`src/rtl/id_ex_stage.sv`:
```
// ID/EX pipeline register that feeds the EX-stage ALU.
// It selects operands, forwards results from EX/MEM and MEM/WB (both when an
// instruction is captured and while it is held), uses a valid/ready handshake
// with flush, and keeps a saturating stall counter.
module id_ex_stage #(
  parameter int DW = 32,
  parameter int AW = 5,
  parameter int CW = 16
) (
  input  logic          clk_i,
  input  logic          rst_i,
  input  logic          id_valid_i,
  output logic          id_ready_o,
  input  logic [DW-1:0] id_rs_data_i,
  input  logic [DW-1:0] id_rt_data_i,
  input  logic [AW-1:0] id_rs_addr_i,
  input  logic [AW-1:0] id_rt_addr_i,
  input  logic [AW-1:0] id_rd_addr_i,
  input  logic [DW-1:0] id_imm_i,
  input  logic [4:0]    id_shamt_i,
  input  logic [3:0]    id_alu_ctrl_i,
  input  logic          id_alu_src_i,
  input  logic          id_shift_src_i,
  input  logic          id_reg_write_i,
  input  logic          exm_we_i,
  input  logic [AW-1:0] exm_addr_i,
  input  logic [DW-1:0] exm_data_i,
  input  logic          wb_we_i,
  input  logic [AW-1:0] wb_addr_i,
  input  logic [DW-1:0] wb_data_i,
  input  logic          flush_i,
  input  logic          ex_ready_i,
  output logic          ex_valid_o,
  output logic [DW-1:0] src1_o,
  output logic [DW-1:0] src2_o,
  output logic [3:0]    alu_ctrl_o,
  output logic [AW-1:0] rd_addr_o,
  output logic          reg_write_o,
  output logic [CW-1:0] stall_cnt_o
);

  logic          ex_valid;
  logic          reg_write;
  logic [AW-1:0] rs_addr;
  logic [AW-1:0] rt_addr;
  logic          shift_src;
  logic          alu_src;
  logic          accept;
  logic          hold;
  logic [DW-1:0] cap_src1;
  logic [DW-1:0] cap_src2;
  logic [DW-1:0] hold_src1;
  logic [DW-1:0] hold_src2;

  // EX/MEM wins over MEM/WB; r0 is hardwired, so it is never forwarded.
  function automatic logic [DW-1:0] fwd(input logic [AW-1:0] addr,
                                        input logic [DW-1:0] rf);
    if (exm_we_i && exm_addr_i == addr && addr != '0)
      return exm_data_i;
    else if (wb_we_i && wb_addr_i == addr && addr != '0)
      return wb_data_i;
    else
      return rf;
  endfunction

  assign id_ready_o  = !ex_valid || ex_ready_i || flush_i;
  assign accept      = id_valid_i && id_ready_o && !flush_i;
  assign hold        = ex_valid && !ex_ready_i && !flush_i;
  assign ex_valid_o  = ex_valid;
  assign reg_write_o = reg_write && ex_valid;

  // Operand values for a new capture and for refreshing a held instruction.
  always_comb begin
    cap_src1  = id_shift_src_i ? {{(DW-5){1'b0}}, id_shamt_i}
                               : fwd(id_rs_addr_i, id_rs_data_i);
    cap_src2  = id_alu_src_i ? id_imm_i : fwd(id_rt_addr_i, id_rt_data_i);
    hold_src1 = shift_src ? src1_o : fwd(rs_addr, src1_o);
    hold_src2 = alu_src   ? src2_o : fwd(rt_addr, src2_o);
  end

  // Pipeline register: flush kills, accept loads, hold refreshes forwarded operands.
  always_ff @(posedge clk_i or posedge rst_i) begin
    if (rst_i) begin
      ex_valid   <= 1'b0;
      src1_o     <= '0;
      src2_o     <= '0;
      alu_ctrl_o <= '0;
      rd_addr_o  <= '0;
      reg_write  <= 1'b0;
      rs_addr    <= '0;
      rt_addr    <= '0;
      shift_src  <= 1'b0;
      alu_src    <= 1'b0;
    end else if (flush_i) begin
      ex_valid <= 1'b0;
    end else if (accept) begin
      ex_valid   <= 1'b1;
      src1_o     <= cap_src1;
      src2_o     <= cap_src2;
      alu_ctrl_o <= id_alu_ctrl_i;
      rd_addr_o  <= id_rd_addr_i;
      reg_write  <= id_reg_write_i;
      rs_addr    <= id_rs_addr_i;
      rt_addr    <= id_rt_addr_i;
      shift_src  <= id_shift_src_i;
      alu_src    <= id_alu_src_i;
    end else if (hold) begin
      src1_o <= hold_src1;
      src2_o <= hold_src2;
    end else if (ex_valid && ex_ready_i) begin
      ex_valid <= 1'b0;
    end
  end

  // Count cycles where a valid instruction is stuck waiting on EX; saturate.
  always_ff @(posedge clk_i or posedge rst_i) begin
    if (rst_i)
      stall_cnt_o <= '0;
    else if (ex_valid && !ex_ready_i && stall_cnt_o != '1)
      stall_cnt_o <= stall_cnt_o + 1'b1;
  end

endmodule

```
`config.mk`:
```
export PLATFORM = sky130hd
export DESIGN_NAME = id_ex_stage
export DESIGN_NICKNAME = d
export VERILOG_FILES = /design/src/rtl/id_ex_stage.sv
export SDC_FILE = /design/constraint.sdc
export NUM_CORES = 1
export LEC_CHECK = 0
export CORE_MARGIN = 3
export CORE_UTILIZATION = 35
export DETAILED_ROUTE_END_ITERATION = 12
export DONT_BUFFER_PORTS = 1
export GPL_TIMING_DRIVEN = 1
export SYNTH_ARGS = -nofsm -noshare
export SYNTH_HDL_FRONTEND = slang
export SYNTH_SLANG_ARGS = --single-unit
```
`constraint.sdc`:
```
create_clock -name clk_i -period 3.65 [get_ports clk_i]
set_input_delay 0.1825 -clock clk_i [delete_from_list [all_inputs] [get_ports clk_i]]
set_output_delay 0.1825 -clock clk_i [all_outputs]
set_load 0.005 [all_outputs]
```
-- Word-level counts from Yosys, hierarchy flattened
Index checks and enable logic that the tools add are counted.
- bits in latches: 0
- memories kept: 0
- bits in writable memories: 0
- output and inout bits: 92
- bits in read-only memories: 0
- bits in registers: 103
- word-level logic and storage cells: 85
- add/sub/neg operators: 1
- divide/modulo/power cells: 0
- multiply operators: 0
- reduce and logical (&&, ||, !) cells: 40
- bitwise logic cells: 1
- multiplexer cells: 20
- equal/unequal tests: 12
- shift operators: 0
- $lt $le $gt $ge: 0
- operators with widths (kind ; count):
    32-bit 2-to-1 mux ; 16
    5-bit equality test ; 8
    1-bit logical AND ; 23
    5-bit nonzero test ; 4
    16-bit by 1-bit adder with 16-bit output (second input constant) ; 1
    16-bit != test (second input constant) ; 1
    3-bit nonzero test ; 3
    4-bit AND reduction ; 2
    1-bit 2-to-1 mux ; 4
    2-bit by 1-bit != test with 1-bit output (second input constant) ; 2
    2-bit AND reduction ; 2
    1-bit logical NOT ; 3
    3-bit != test (second input constant) ; 1
    1-bit logical OR ; 2
    2-bit nonzero test ; 1
    1-bit inverter ; 1

-- Longest topological paths before layout
Gate-level depths: netlist of run 1.
- depth in word-level cells: 8
- mapped depth: 9
- gate-level depth less buffers: 6

-- Worst setup path before layout of run 1
Ideal clock, no wire load.
- path kind: reg-to-reg
- start: register rs_addr[2]
- end: register src1_o[0]
- path buffers: 1
- cell stages (with the launch flop): 8
- data arrival time: 1.991 ns
- path slack: 1.534 ns
- period minus slack after synthesis: 2.116 ns
- required time: 3.525 ns
- cells stage by stage: dfrtp_1 -> xnor2_1 -> nand4_1 -> nor4_4 -> nor2_1 -> o31ai_2 -> buf_2 -> mux2_2
- word-level cells in the longest chain between the ends: 7
- elaborated cells on any way between the ends: 13
- RTL lines (what ; line ; RTL):
    start: declaration ; 44 ; logic [AW-1:0] rs_addr;
    start signal: assignment ; 103 ; rs_addr <= id_rs_addr_i;
    5-bit equality test ; 58 ; if (exm_we_i && exm_addr_i == addr && addr != '0)
    1-bit logical AND (2 in series) ; 58 ;
    32-bit 2-to-1 mux ; 58 ;
    32-bit 2-to-1 mux ; 77 ; hold_src1 = shift_src ? src1_o : fwd(rs_addr, src1_o);
    32-bit 2-to-1 mux ; 107 ; end else if (hold) begin
    32-bit 2-to-1 mux ; 96 ; end else if (accept) begin
    end signal: assignment ; 98 ; src1_o <= cap_src1;
    end signal: assignment ; 108 ; src1_o <= hold_src1;
    end: declaration ; 34 ; output logic [DW-1:0] src1_o,
Parallel ways exist; a longest one is shown, timed or not. The select of a mux whose other input is x is not followed.
A chain may end at the register's enable or synchronous reset.

-- Final worst setup path of run 1
- start: register rt_addr[1]
- end: register src2_o[6]
- word-level cells in the longest chain between the ends: 7
- elaborated cells on any way between the ends: 13
- RTL lines (what ; line ; RTL):
    start: declaration ; 45 ; logic [AW-1:0] rt_addr;
    start signal: assignment ; 104 ; rt_addr <= id_rt_addr_i;
    5-bit equality test ; 58 ;
    1-bit logical AND (2 in series) ; 58 ;
    32-bit 2-to-1 mux ; 58 ;
    32-bit 2-to-1 mux ; 78 ; hold_src2 = alu_src ? src2_o : fwd(rt_addr, src2_o);
    32-bit 2-to-1 mux ; 107 ;
    32-bit 2-to-1 mux ; 96 ;
    end signal: assignment ; 99 ; src2_o <= cap_src2;
    end signal: assignment ; 109 ; src2_o <= hold_src2;
    end: declaration ; 35 ; output logic [DW-1:0] src2_o,
Parallel ways exist; a longest one is shown, timed or not. The select of a mux whose other input is x is not followed.

==> impl_metrics.yaml, run 1 <==
run_status:
  run_status: "finished clean"
detailed_routing:
  ant_nets: 0
  detail_route.iter0.violations: 663
  totalWireLength_mm: 30.9
  route.detailed.drc: 0
  drt-pass1-iter-count: 5
  drt-wirelength-per-cell_um: 25.8
  vias: 7500
  via_cell_ratio: 6.27
floorplan:
  ioPinCount: 296
  die-area_um2: 24000
  placement_rows: 53
  fp.dieH_um: 155
  die-width_um: 155
  floorplan.initialDensity_pct: 36.3
  core_area_um2: 21400
timing:
  tightest_slew_ns: 1.00
  fin_crit_sh_pct: 72.2
  finalHoldViolations: 0
  fin_setup_tns_ns: 0
  fin_max_slew_vios: 0
  finalWorstSetupSlack_ns: 1.01
  setup_viol: 0
  rsz0062_at_grt: "no"
  clock_skew_ns: 0.0129
  period_minus_slack_ns: 2.64
  maxSlewHeadroom_pct: 32.9
  peak_freq_mhz: 379
synthesis:
  synthTopCellsByArea: "sky130_fd_sc_hd__dfrtp_1 (33%), sky130_fd_sc_hd__o21ai_0 (6.4%), sky130_fd_sc_hd__xnor2_1 (4.8%)"
  synth_simple_gate_area_share_pct: 17.9
  synth_seq_cells: 103
  synth.net_count: 1150
  syn_area_per_cell_um2: 8.22
  synth.yosys.warnings: 0
  synth_compound_area_share_pct: 26.2
  synth_top_flop_cell: "sky130_fd_sc_hd__dfrtp_1"
  yosys.area_share.adder_pct: 0.161
  ys_seq_area_share_pct: 33.2
  synth_xor_area_share_pct: 5.98
  mappedNetlistArea_um2: 7770
  synth_top_area_cell: "sky130_fd_sc_hd__dfrtp_1"
  synth.top_cell.area_share_pct: 33.2
  synth_mux_area_share_pct: 9.34
  synthArstFlopShare_pct: 100
  number_of_flops_mapped_to_enable_cells_by_yosys: 0
  syn_inst: 945
  netlist-cell-type-count: 54
  largest_family_of_logic_cells_by_synthesized_area: "compound AO/OA/AOI/OAI gates"
power_and_ir_drop:
  power_frac_comb_pct: 23.6
  power_switching_mw: 1.26
  p_clk_share_pct: 28.7
  power_density_nw_per_um2: 414
  switching_power_as_a_share_of_total_power_pct: 35.7
  p_total_mw: 3.52
  power.leakage_nw: 3.07
  sequential_fraction_of_design_power_pct: 47.6
  internal_power_mw: 2.26
  vdd_drop_max_mv: 0.252
layout:
  fin_area_um2: 8500
  layout-drive-gt1-share_pct: 9.68
  area.growth.synth_to_final_pct: 9.42
  instances_no_fill: 1196
  fin_nets: 1119
worst_setup_path:
  setup.worst_path.start_class: "register"
  crit_fanout: 21
  critPathArrivalTime_ns: 2.92
  critical_path.reg2reg.endpoint: "src2_o[6]"
  r2r.worst_path.cells: 7
  required_ns: 3.94
  critPathKind: "register to register"
  setup.reg_to_reg.worst_slack_ns: 1.01
  crit-reg2reg-launch: "rt_addr[1]"
  end_kind: "register"
hold_path:
  worst_hold_startpoint: "exm_data_i[4]"
  hp-class: "primary input to register"
  timing.hold.worst_endpoint: "src2_o[4]"
  worstHoldPathCells: 2
clock_tree:
  post_cts_hold_buffer_count: 23
  cts_root_buf: "sky130_fd_sc_hd__clkbuf_16"
  cts_max_level: 3
  cts_inserted_buffers: 9
  cts_resized: 0
  tritoncts: "built"
  clk_pin_slew_ns: 0.08
  cts.path.max_buffers: 2
  worstSkewPairLatency_ns: 0.37
  clock-sinks: 103
  cts_setup_buffers: 0
placed_design:
  placed_area_um2: 7970
  place_congestion: 0.920
  place_hpwl_mm: 21.8
  port-buffer-count: 0
  preCtsSetupSlack_ns: 1.05
  placed_instance_count: 1155
global_route:
  first_pass_grt_wire_length_mm: 46.7
  grt_antenna_before_repair: 4
  grt-ovfl-total: 0
  track_usage_pct: 25.0
  grt_max_degree: 93
  first_global_vias: 7314
job:
  max-cap-violations: 0
[per-layer routing]
layer	part of all wire (%)	global-route usage, %	vias to the layer above
met5	0.081	0	-
met4	3.9	9.76	4
met3	11	8.18	80
met2	44	37.9	471
met1	41	33.2	3524
li1	-	-	3421
[cells in the final DEF, fill, tap and decap left out, types with 34 or more instances in the layout]
cell type	count
sky130_fd_sc_hd__dfrtp_1	103
sky130_fd_sc_hd__inv_1	34
sky130_fd_sc_hd__nor3_1	63
sky130_fd_sc_hd__nor2_1	69
sky130_fd_sc_hd__mux2i_1	35
sky130_fd_sc_hd__xnor2_1	43
sky130_fd_sc_hd__nand2_1	73
sky130_fd_sc_hd__o21ai_0	99
[power by group through the flow]
stage	clock, mW	sequential (mW)	combinational [mW]
finish	1.01	1.68	0.832
global route	1.08	1.71	0.928
CTS	1.04	1.68	0.829
detailed placement	0	1.70	0.806
global placement	0	1.70	0.790
floorplan	0	1.58	0.652
[Yosys cell counts (all sizes together), types with 3 or more instances]
| master | n |
|---|---|
| dfrtp | 103 |
| o21ai | 101 |
| nand2 | 73 |
| nor2 | 70 |
| nor3 | 63 |
| clkbuf | 55 |
| xnor2 | 43 |
| buf | 36 |
| inv | 35 |
| mux2i | 35 |
| a21oi | 34 |
| a311oi | 33 |
| mux2 | 33 |
| nor2b | 33 |
| o211ai | 33 |
| o22ai | 32 |
| a211oi | 27 |
| o32ai | 27 |
| nand3 | 13 |
| xor2 | 10 |
| nand4 | 9 |
| a31o | 5 |
| o221ai | 5 |
| or3 | 5 |
| nor4 | 4 |
| or2 | 4 |
| or4 | 4 |
| and2 | 3 |
| nand2b | 3 |
[stage by stage]
step,hold WS [ns],util [%]
6_report,0.0178,39.7
5_1_grt,0.0262,39.7
4_1_cts,0.00393,39.7
3_5_place_dp,0.230,37.2
3_3_place_gp,0.224,37.2
2_1_floorplan,0.288,-
[cell families after synthesis]
family | Yosys count
compound gates | 305
xor+xnor | 53
fa+ha+maj | 1
buf+inv | 126
flops | 103
mux | 68
simple gates | 289
[flip-flops by register name, summed over array words and instances (netlist names)]
name / cells
alu_ctrl_o: 4
alu_src: 1
ex_valid_o: 1
rd_addr_o: 5
reg_write: 1
rs_addr: 5
rt_addr: 5
shift_src: 1
src1_o: 32
src2_o: 32
stall_cnt_o: 16
[worst max-delay path by stage]
stage / cells after the start / slack [ns] / from / to
global placement: 7 / 1.11 / rt_addr[1] / src2_o[4]
floorplan: 1 / 0.76 / rst_i / alu_ctrl_o[0]
CTS: 7 / 1.03 / rt_addr[1] / src2_o[31]
global route: 7 / 0.82 / rt_addr[1] / src2_o[0]
detailed placement: 7 / 1.05 / rt_addr[1] / src2_o[31]
finish: 7 / 1.01 / rt_addr[1] / src2_o[6]
[cell type report]
type | count | area, um^2
antenna | 2 | 5.00
clock buffer | 9 | 225
clock inverter | 7 | 72.6
fill | 2158 | 12900
inverter | 35 | 134
multi-input combinational | 716 | 4690
sequential | 103 | 2580
tap | 275 | 344
timing repair buffer | 49 | 450
[critical path, stage by stage (launching register included)]
cell	delay, ns
sky130_fd_sc_hd__dfrtp_1	0.42
sky130_fd_sc_hd__or4_1	0.60
sky130_fd_sc_hd__o211ai_4	0.47
sky130_fd_sc_hd__buf_4	0.38
sky130_fd_sc_hd__nor3_1	0.08
sky130_fd_sc_hd__a311oi_1	0.32
sky130_fd_sc_hd__o22ai_1	0.15
sky130_fd_sc_hd__a21oi_1	0.13
Note: power is estimated with default switching activity, not from simulation.
==> run 2, diff against run 1 <==
Settings changed: ABC_AREA set to 1.
Clock period 3.65 ns to 2.4 ns, I/O delays scaled along.
==> run 2 against run 1 <==
  * Critical path depth is 3 higher
  * Die area is 13% higher
  * Maximum frequency is 29% higher
  * Sequential share of layout area is 4.3 points lower
  * Highest routed layer is now met4
  * Combinational power is 79% higher
==> impl_metrics.yaml, run 2 <==
run_status:
  run_status: "finished clean"
power_and_ir_drop:
  power_density_nw_per_um2: 592
  power.leakage_nw: 5.43
  vdd_drop_max_mv: 0.303
clock_tree:
  cts_resized: 0
  clock-sinks: 103
  tritoncts: "built"
  cts.path.max_buffers: 2
  worstSkewPairLatency_ns: 0.36
  cts_setup_buffers: 0
  post_cts_hold_buffer_count: 44
  cts_inserted_buffers: 9
  clk_pin_slew_ns: 0.09
  cts_root_buf: "sky130_fd_sc_hd__clkbuf_16"
  cts_max_level: 3
synthesis:
  synth_mux_area_share_pct: 0
  synth_top_area_cell: "sky130_fd_sc_hd__dfrtp_1"
  synth.top_cell.area_share_pct: 29.3
  synth.yosys.warnings: 0
  yosys.area_share.adder_pct: 0.142
  mappedNetlistArea_um2: 8800
  synth_xor_area_share_pct: 1.99
  syn_area_per_cell_um2: 5.75
  syn_inst: 1532
  synth_compound_area_share_pct: 9.84
  synth.net_count: 1737
  netlist-cell-type-count: 29
  number_of_flops_mapped_to_enable_cells_by_yosys: 0
  largest_family_of_logic_cells_by_synthesized_area: "simple AND/OR/NAND/NOR gates"
  synth_top_flop_cell: "sky130_fd_sc_hd__dfrtp_1"
  synthTopCellsByArea: "sky130_fd_sc_hd__dfrtp_1 (29%), sky130_fd_sc_hd__nand2_1 (23%), sky130_fd_sc_hd__nand3_1 (11%)"
  synthArstFlopShare_pct: 100
  synth_simple_gate_area_share_pct: 45.9
  synth_seq_cells: 103
  synth.most_common_cell: "sky130_fd_sc_hd__nand2_1"
  ys_seq_area_share_pct: 29.3
  synth.cells.most_frequent: "sky130_fd_sc_hd__nand2_1 (533), sky130_fd_sc_hd__nor2_1 (246), sky130_fd_sc_hd__nand3_1 (190)"
global_route:
  grt_max_degree: 104
  grt-ovfl-total: 0
  track_usage_pct: 26.5
  first_pass_grt_wire_length_mm: 55.4
  first_global_vias: 9576
  grt_antenna_before_repair: 0
timing:
  peak_freq_mhz: 490
  fin_setup_tns_ns: 0
  period_minus_slack_ns: 2.04
  maxSlewHeadroom_pct: 57.5
  finalWorstSetupSlack_ns: 0.359
  fin_max_slew_vios: 0
  setup_viol: 0
  rsz0062_at_grt: "no"
  finalHoldViolations: 0
  tightest_slew_ns: 0.638
  clock_skew_ns: 0.00820
  fin_crit_sh_pct: 85.0
layout:
  diodes: 0
  layout-drive-gt1-share_pct: 6.69
  top_regs: "src1_o x32, src2_o x32, stall_cnt_o x16"
  area.growth.synth_to_final_pct: 12.6
  final_cell_mix: "sky130_fd_sc_hd__nand2_1 (532), sky130_fd_sc_hd__nor2_1 (243), sky130_fd_sc_hd__nand3_1 (190), sky130_fd_sc_hd__inv_1 (171), sky130_fd_sc_hd__dfrtp_1 (103)"
  layout.cells.most_common: "sky130_fd_sc_hd__nand2_1"
  fin_nets: 1739
floorplan:
  fp.dieH_um: 165
  core_area_um2: 24500
  floorplan.initialDensity_pct: 35.9
  die-width_um: 165
  die-area_um2: 27100
  placement_rows: 57
  ioPinCount: 296
detailed_routing:
  drt-wirelength-per-cell_um: 19.7
  route.detailed.drc: 0
  totalWireLength_mm: 36.7
  via_cell_ratio: 5.22
  detail_route.iter0.violations: 781
  ant_nets: 0
  vias: 9725
  drt-pass1-iter-count: 5
placed_design:
  preCtsSetupSlack_ns: 0.378
  place_congestion: 0.958
  place_hpwl_mm: 25.7
  port-buffer-count: 0
worst_setup_path:
  required_ns: 2.70
  critPathKind: "register to register"
  end_kind: "register"
  critPathArrivalTime_ns: 2.34
  setup.worst_path.start_class: "register"
  crit_fanout: 25
hold_path:
  hp-class: "primary input to register"
job:
  max-cap-violations: 0
-- run 2: layout make-up --
cell class / count / area, um^2
clock inverters: 7 / 98.8
well taps: 324 / 405
multi-input cells: 1164 / 5150
repair buffers: 74 / 766
flip-flops and latches: 103 / 2580
inverters: 182 / 687
clock buffers: 9 / 225
fillers: 2712 / 14600
-- run 2: cells by family after synthesis --
| family | after synthesis |
|---|---|
| simple gates | 993 |
| buf+inv | 265 |
| compound gates | 150 |
| flops | 103 |
| xor+xnor | 20 |
| fa+ha+maj | 1 |
-- run 2: path summary, 6_finish.rpt --
path	start	end	slack (ns)	cells past startpoint
min	id_rt_addr_i[2]	rt_addr[2]	0.01	2
min in group asynchronous	rst_i	src2_o[4]	0.41	3
max	ex_valid_o	src1_o[17]	0.36	10
max reg2reg	ex_valid_o	src1_o[17]	0.36	10
max in group asynchronous	rst_i	src1_o[22]	1.50	3
min reg2reg	reg_write	reg_write	0.51	2
-- run 2: per-layer routing --
layer / vias to the layer above / routed length (um) / global-route usage [%]
met5: - / 0 / 0
met4: 0 / 998 / 8.43
met3: 72 / 3850 / 9.31
met2: 460 / 17000 / 44.0
met1: 4461 / 14900 / 32.3
li1: 4732 / - / -
-- run 2: per-stage QoR --
step                total power, mW  instance area [um^2]  std cells  utilization (%)  hold WS, ns
floorplan                      3.69                  8810       1532                -        0.230
global placement               4.19                  9150       1803             37.3        0.233
detailed placement             4.21                  9150       1803             37.3        0.232
CTS                            5.93                  9910       1863             40.4      0.00243
global route                   6.28                  9910       1863             40.4       0.0185
finish                         5.87                  9910       1863             40.4       0.0100
-- run 2: worst max-delay path, stage by stage, from the launching register on --
cell	delay, ns
sky130_fd_sc_hd__dfrtp_1	0.45
sky130_fd_sc_hd__nand2_1	0.15
sky130_fd_sc_hd__nand2_4	0.24
sky130_fd_sc_hd__nor2_4	0.52
sky130_fd_sc_hd__buf_4	0.29
sky130_fd_sc_hd__nand2_1	0.07
sky130_fd_sc_hd__inv_1	0.06
sky130_fd_sc_hd__nand2_1	0.05
sky130_fd_sc_hd__nand2_1	0.05
sky130_fd_sc_hd__nand2_1	0.05
sky130_fd_sc_hd__nand2_1	0.05
-- run 2: where the power goes --
| group | switching [mW] | internal [mW] | leakage [nW] |
|---|---|---|---|
| combinational | 0.914 | 0.581 | 4.02 |
| sequential | 0.534 | 2.21 | 1.25 |
| clock | 0.874 | 0.761 | 0.154 |
